**config.mk**
```make
export PLATFORM = sky130hd
export DESIGN_NAME = prince_sbox_cms_ctrl
export DESIGN_NICKNAME = d
export VERILOG_FILES = /design/src/rtl/prince_sbox_cms_ctrl.sv
export SDC_FILE = /design/constraint.sdc
export NUM_CORES = 1
export LEC_CHECK = 0
export CAP_MARGIN = 20
export CORE_MARGIN = 2
export CORE_UTILIZATION = 50
export CTS_CLUSTER_SIZE = 14
export DETAILED_ROUTE_END_ITERATION = 6
export DONT_BUFFER_PORTS = 1
export PLACE_DENSITY_LB_ADDON = 0.05
export SKIP_LAST_GASP = 1
export SYNTH_ARGS = -nofsm -noshare
export SYNTH_HDL_FRONTEND = slang
export SYNTH_SLANG_ARGS = --single-unit
```
**constraint.sdc**
```tcl
create_clock -name clk -period 3.1 [get_ports clk]
set_input_delay 0.31 -clock clk [delete_from_list [all_inputs] [get_ports clk]]
set_output_delay 0.31 -clock clk [all_outputs]
set_load 0.01 [all_outputs]
```
**src/rtl/prince_sbox_cms_ctrl.sv**
```systemverilog
// prince_sbox_cms_ctrl
// Sequencer for one shared PRINCE S-layer pass through an external masked
// (CMS) S-box. The block issues the 16 nibbles of the shared state one per
// cycle when fresh randomness is available. It tracks in-flight issues
// through a LATENCY-deep tag line and collects the S-box results into the
// result register. The shares are only routed by this block and are never
// combined with one another.
//
// Ports
//   clk, rst_n  clock, asynchronous active-low reset
//   start       one-cycle request, accepted only in IDLE
//   state_in    shared input state; share s at [64*s +: 64]
//   busy, done  busy in ISSUE/DRAIN; done pulses for one cycle
//   state_out   result register, same layout as state_in
//   rnd_valid / rnd_in / rnd_ready   fresh-randomness handshake
//   sbox_in / sbox_rnd               issue to the S-box (zero when idle)
//   sbox_out    S-box result, valid LATENCY cycles after issue
//   abort       synchronous cancel, only when PRINCE_CMS_CTRL_ABORT_EN is defined
//
// state | meaning
// IDLE  | waiting for start
// ISSUE | issuing nibble idx whenever rnd_valid is high
// DRAIN | all 16 issued, waiting for the remaining captures
// DONE  | one-cycle done pulse

module prince_sbox_cms_ctrl #(
  parameter int NSHARES = 3,
  parameter int LATENCY = 2,
  parameter int RND_W   = 8
) (
  input  logic                   clk,
  input  logic                   rst_n,
  input  logic                   start,
  input  logic [64*NSHARES-1:0]  state_in,
  output logic                   busy,
  output logic                   done,
  output logic [64*NSHARES-1:0]  state_out,
  input  logic                   rnd_valid,
  input  logic [RND_W-1:0]       rnd_in,
  output logic                   rnd_ready,
  output logic [4*NSHARES-1:0]   sbox_in,
  output logic [RND_W-1:0]       sbox_rnd,
  input  logic [4*NSHARES-1:0]   sbox_out
`ifdef PRINCE_CMS_CTRL_ABORT_EN
  ,
  input  logic                   abort
`endif
);

  typedef enum logic [1:0] {IDLE, ISSUE, DRAIN, DONE} state_t;

  state_t                  state, state_nxt;
  logic [64*NSHARES-1:0]   in_buf;
  logic [64*NSHARES-1:0]   result;
  logic [3:0]              idx;
  logic [4:0]              cap_cnt;
  logic [LATENCY-1:0]      pv;
  logic [3:0]              pidx [LATENCY];
  logic                    issue;
  logic                    start_acc;
  logic                    capture;
  logic                    abort_hit;

`ifdef PRINCE_CMS_CTRL_ABORT_EN
  assign abort_hit = abort && ((state == ISSUE) || (state == DRAIN));
`else
  assign abort_hit = 1'b0;
`endif

  assign start_acc = (state == IDLE) && start;
  assign capture   = pv[LATENCY-1];
  assign state_out = result;

  // state register
  always_ff @(posedge clk or negedge rst_n) begin
    if (!rst_n) state <= IDLE;
    else        state <= state_nxt;
  end

  // next-state logic
  always_comb begin
    state_nxt = state;
    case (state)
      IDLE:  if (start) state_nxt = ISSUE;
      ISSUE: begin
        if (abort_hit)                   state_nxt = IDLE;
        else if (issue && idx == 4'd15)  state_nxt = DRAIN;
      end
      DRAIN: begin
        if (abort_hit)                         state_nxt = IDLE;
        else if (capture && cap_cnt == 5'd15)  state_nxt = DONE;
      end
      DONE:  state_nxt = IDLE;
      default: state_nxt = IDLE;
    endcase
  end

  // outputs; sbox_in/sbox_rnd are forced to zero on non-issue cycles
  always_comb begin
    issue     = (state == ISSUE) && rnd_valid;
    busy      = (state == ISSUE) || (state == DRAIN);
    done      = (state == DONE);
    rnd_ready = issue;
    sbox_in   = '0;
    sbox_rnd  = '0;
    if (issue) begin
      sbox_rnd = rnd_in;
      for (int s = 0; s < NSHARES; s++)
        sbox_in[4*s +: 4] = in_buf[64*s + 4*int'(idx) +: 4];
    end
  end

  // datapath: input buffer, issue index, tag line, capture counter, result
  always_ff @(posedge clk or negedge rst_n) begin
    if (!rst_n) begin
      in_buf  <= '0;
      result  <= '0;
      idx     <= '0;
      cap_cnt <= '0;
      pv      <= '0;
      for (int i = 0; i < LATENCY; i++) pidx[i] <= '0;
    end else begin
      // tag line advances every cycle; stall cycles insert bubbles
      for (int i = LATENCY-1; i > 0; i--) begin
        pv[i]   <= pv[i-1];
        pidx[i] <= pidx[i-1];
      end
      pv[0]   <= issue;
      pidx[0] <= idx;

      if (start_acc) begin
        in_buf  <= state_in;
        idx     <= '0;
        cap_cnt <= '0;
      end
      if (issue) idx <= idx + 4'd1;
      if (capture) begin
        cap_cnt <= cap_cnt + 5'd1;
        for (int s = 0; s < NSHARES; s++)
          result[64*s + 4*int'(pidx[LATENCY-1]) +: 4] <= sbox_out[4*s +: 4];
      end
      if (abort_hit) begin
        idx     <= '0;
        cap_cnt <= '0;
        pv      <= '0;
        result  <= '0;
      end
    end
  end

endmodule

```
* Yosys cells after proc, flatten, opt, wreduce, memory -nomap -nowiden
Index checks and enable logic that the tools add are counted. W data, S select, Z words.
Word-level totals: register bits 405, latch bits 0, memory bits (writable) 0, memory bits (read-only) 0, input bits 216, output and inout port bits 215, word-level logic and storage cells 56, memories kept 0
Operators by class: add/subtract/negate cells 9, $mul 0, div/mod/pow operators 0, order comparisons 0, eq/ne operators 8, shift-type cells 9, muxes and demuxes 13, bitwise logic cells 0, reductions and logical operators 9
Operators by type and width (count):
- $bwmux W192 | 3
- $shift A4 B33 Y192 const A | 3
- $shiftx A4 B33 Y192 | 3
- $shiftx A192 B10 Y4 | 1
- $shiftx A192 B7 Y4 | 1
- $shiftx A192 B9 Y4 | 1
- $neg A6 Y33 | 1
- $neg A8 Y33 | 1
- $neg A9 Y33 | 1
- $add A8 B6 Y9 const A | 2
- $add A7 B6 Y8 const A | 2
- $mux W12 | 1
- $mux W5 | 2
- $mux W4 | 2
- $mux W8 | 1
- $pmux W2 S4 | 1
- $mux W2 | 3
- $ne A2 B2 Y1 const B | 3
- $add A5 B1 Y5 const B | 1
- $eq A5 B4 Y1 const B | 1
- $add A4 B1 Y4 const B | 1
- $eq A2 B2 Y1 const B | 2
- $eq A4 B4 Y1 const B | 1
- $logic_and A1 B1 Y1 | 4
- 5 further kinds | 6

* Depth between registers and ports, before layout
depth after elaboration 5, gate-level depth with buffers 12, depth with buffers taken out 8

* Least setup slack after synthesis
Ideal clock, no wire load.
kind register -> register, from register pidx[0] in the netlist's numbering, to register result[137], in the netlist state_out[137], setup time 125 ps, data arrival time 2669 ps, data required time 2975 ps, slack 307 ps, stages on the path, launching flop included 12, path buffers 4, period minus slack after synthesis 2793 ps, path through dfrtp_1 -> buf_4 -> buf_2 -> inv_1 -> ha_1 -> ha_1 -> and2_1 -> buf_2 -> nand3_1 -> or2_2 -> buf_2 -> mux2_2
Between the ends: cells in the longest elaborated chain, start to end 5, elaborated cells between the ends (all ways) 14, those cells by class 5 x add/sub; 6 x shift; 3 x mux
Ends and longest elaborated chain:
- start: declaration | line 58 | logic [3:0] pidx [LATENCY];
- start signal: indexed assignment | line 126 | pidx[i] <= pidx[i-1];
- $add A7 B6 Y8 / $neg A6 Y33 (equally long branches) | line 140 | result[64*s + 4*int'(pidx[LATENCY-1]) +: 4] <= sbox_out[4*s +: 4];
- $neg A8 Y33 (tied with other cells) | line 140
- $shiftx A4 B33 Y192 (tied with other cells) | line 140
- $bwmux W192 | line 140
- $bwmux W192 (*) | line 140
- end signal: indexed assignment | line 140
- end: declaration | line 54 | logic [64*NSHARES-1:0] result;
Every way passes the cells marked *; elsewhere a longest branch is shown, timed or not. A chain may end at the register's enable or synchronous reset.

* Worst setup path after layout
from register state[1], to output port sbox_in[6]
Between the ends: cells in the longest elaborated chain, start to end 3
Ends and longest elaborated chain:
- start: declaration | line 52 | state_t state, state_nxt;
- start signal: assignment | line 77 | else state <= state_nxt;
- $eq A2 B1 Y1 | line 100 | issue = (state == ISSUE) && rnd_valid;
- $logic_and A1 B1 Y1 | line 100
- named net rnd_ready | line 40 | output logic rnd_ready,
- $mux W12 | line 106 | if (issue) begin
- end: declaration | line 41 | output logic [4*NSHARES-1:0] sbox_in,
The timed path passes the listed nets, and every way through them passes these cells.

==> out/results.ini <==
[sta]
final.period_utilization = 0.9618
maxSlewViolCount = 0
hold_viol = 405
clock_skew_ps = 21.53
finalCriticalPeriod_ps = 2982
hold_slack_ps = -569.2
rsz0062_at_grt = true
worstMarginPinSlew_ps = 867.6
setup_viol = 0
max_slew_margin = 0.4216
final.setup.tns_ps = 0
fmax_mhz = 335.4

[worst_setup_path]
crit_end = sbox_in[6]
r2r_end = state_out[63]
r2r_cells = 7
crit_slowest_cell = o22ai_1
cp_max_fo = 10
r2r_slack_ps = 230
reg2reg_from = pidx[0]
crit_chain = inv_1 > ha_1 > nand2_1 > clkinv_1 > nand2_2 > o22ai_1
worstSetupEndpointType = output port
cp-start-kind = register
critPathRequiredTime_ps = 2790
timing.critical_path.from = state[1]
critical_path_class = reg -> out
arrival_ps = 2670
slowest_delay_ps = 420

[pwr]
switching_power_uw = 7857
ir_drop_mv = 0.7081
p_int_uw = 14220
p_sw_frac = 0.3559
pwr-share-seq = 0.385
clkPwrFrac = 0.241
comb_power_share = 0.375
powerDensity_nw_per_um2 = 944.6
leakagePower_uw = 0.009815

[detailed_routing]
vias_per_cell = 6.054
wl_per_cell_um = 25.56
wl_met1_um = 22360
vias = 13940
wl_um = 58840
ant_nets = 0
drc = 0
first_iter_violations = 1053
wl_met2_um = 28920
top_layer = met4
drtPass1Iterations = 5
met3RoutedLength_um = 4893

[run_status]
violations = negative hold slack
status = finished with violations

[placed_design]
placed_cell_area_um2 = 19800
placed_cells = 2015
gp_congestion = 0.9156
hpwl_um = 39180
io_buffers = 0

[synthesis]
ys_async_sr_fraction = 1.000
yosysUniqueCellTypes = 72
synth_flop_cell = dfrtp_1
synth_area_leaders = dfrtp_1 (53%), mux2_2 (16%), mux4_2 (5.6%)
ys.warnings.count = 0
yosysSeqAreaShare = 0.5286
synthesis.nets = 1796
synth_cells = 1565
syn-cell-area_um2 = 19170
synth_area_per_cell_um2 = 12.25
synth_top_cell_by_area = dfrtp_1
synth_edf_count = 0
synth_top_area_frac = 0.5286
synth-seq-cells = 405

[finish]
nFillCells = 2952
area_growth_pct = 21.90
multi_input_area_um2 = 8513
final_cell_count_no_fill = 2302
drive_above_1_share = 0.2714
stdcell_area_um2 = 23370
final_nets = 1986
layout.area.seq_um2 = 10140

[clock_tree]
clk_path_buf_depth = 3
insertion_delay_ps = 580
clk_pin_slew_ps = 60
hold_buffers = 205
htreeDepth = 2
clock-sinks = 405
cts_buffers = 44
cts_tree = yes
cts_root_buf = clkbuf_16

[grt]
antenna_found_initial = 4
grt_pass1_vias = 14410
grt_use_total = 0.2937
grt_pass1_wl_um = 88180
grt_overflow_total = 0
grt_max_degree = 406

[floorplan]
core_um2 = 37760
die_width_um = 199.8
start_util = 0.5078
die_y_um = 199.8
num_rows = 71
dieArea_um2 = 39930
io_pins = 431

[min_path]
hp-class = in -> async

[run]
drv_cap = 0

## repair_timing
action                     in CTS  in global routing
buffers inserted                0                  0
pin swaps                       0                  0
cloned                          0                  0
resized for setup               9                  3
hold endpoints to repair      670                405
setup endpoints to repair      11                 14
## routing by layer
metal  vias up  global-route usage
li1       6168                   -
met1      6995              0.3609
met2       612              0.4924
met3       162             0.07292
met4         0              0.1317
met5         -                   0
## critical path: cells and delay by family, from the launching register on
kind	cells	cell delay, ps
flip-flops	1	410
AO/OA/AOI/OAI	1	420
AND/OR/NAND/NOR	2	540
adder cells (fa/ha/maj)	1	330
buffers and inverters	2	400
## how the worst min path moves through the flow
stage          cells past startpoint  startpoint        endpoint  slack [ps]
2_1_floorplan                      0       rst_n      cap_cnt[0]          10
3_3_place_gp                       0       rst_n  state_out[149]          20
3_5_place_dp                       0       rst_n  state_out[149]          20
4_1_cts                            0       rst_n  state_out[149]        -600
5_1_grt                            0       rst_n  state_out[148]        -590
6_report                           0       rst_n  state_out[149]        -570
## synth_stat cells (5+ instances only)
library cell,instances
a22o_1,31
nand2_1,165
nand2b_1,7
buf_1,6
o21ai_0,84
ha_1,15
mux2i_1,23
buf_2,29
dfrtp_1,405
nor3_1,8
nor2b_1,8
a32o_1,15
nand3_1,63
a31oi_1,5
clkbuf_1,74
a21oi_1,31
nor2_1,41
buf_4,7
o31ai_1,15
inv_1,18
mux4_2,48
and2_1,13
a32oi_1,27
o2bb2ai_1,6
o22ai_1,34
a22oi_1,11
mux2_2,266
nand3_2,5
nand4_1,9
and3_1,19
## power groups by stage
stage          Combinational [uW]  Sequential [uW]  Clock [uW]
2_1_floorplan                5970             8050           0
3_3_place_gp                 7710             8490           0
3_5_place_dp                 7840             8560           0
4_1_cts                      8150             8480        5420
5_1_grt                      8870             8730        5620
6_report                     8270             8490        5310
## flip-flops by register name, summed over array words and instances, names as in the netlist
signal	count
idx	4
pv	2
pidx	8
state_out	192
in_buf	192
state	2
cap_cnt	5
## final cells by class
type | instances | area share
timing repair buffer | 261 | 0.1085
clock inverter | 5 | 0.003373
multi-input combinational | 1024 | 0.3643
sequential | 405 | 0.4340
clock buffer | 73 | 0.05910
antenna | 4 | 0.0004283
tap | 511 | 0.02736
inverter | 19 | 0.003052
## metrics by stage
step             util  setup slack, ps  power [uW]
6_report       0.6190            118.3       22080
4_1_cts        0.6186            12.95       22040
5_1_grt        0.6190           -50.72       23220
3_3_place_gp   0.5244            333.9       16200
2_1_floorplan       -            306.6       14020
3_5_place_dp   0.5244            214.3       16410
## layout by cell type, fill, tap and decap left out, types with 9 or more instances in the layout
cell type / count
dlygate4sd3_1: 205
a32o_1: 15
and2_1: 13
o22ai_1: 28
a22o_1: 31
mux2i_1: 23
inv_1: 18
nand2_1: 162
mux4_2: 48
nand4_1: 9
and3_1: 19
ha_1: 15
clkbuf_1: 13
buf_4: 51
clkbuf_16: 45
nand3_1: 63
clkbuf_8: 15
a21oi_1: 31
o21ai_0: 82
mux2_2: 266
a32oi_1: 27
a22oi_1: 11
dfrtp_1: 401
nor2_1: 40
o31ai_1: 15
## cells by family after synthesis
group / after synthesis / synth area share
XOR/XNOR: 3 / 0.001371
multiplexers: 337 / 0.2246
AO/OA/AOI/OAI: 298 / 0.1105
buffers and inverters: 136 / 0.03028
flip-flops: 405 / 0.5286
adder cells (fa/ha/maj): 15 / 0.009789
AND/OR/NAND/NOR: 371 / 0.09483
No activity file was read; power rests on OpenSTA's default activity.
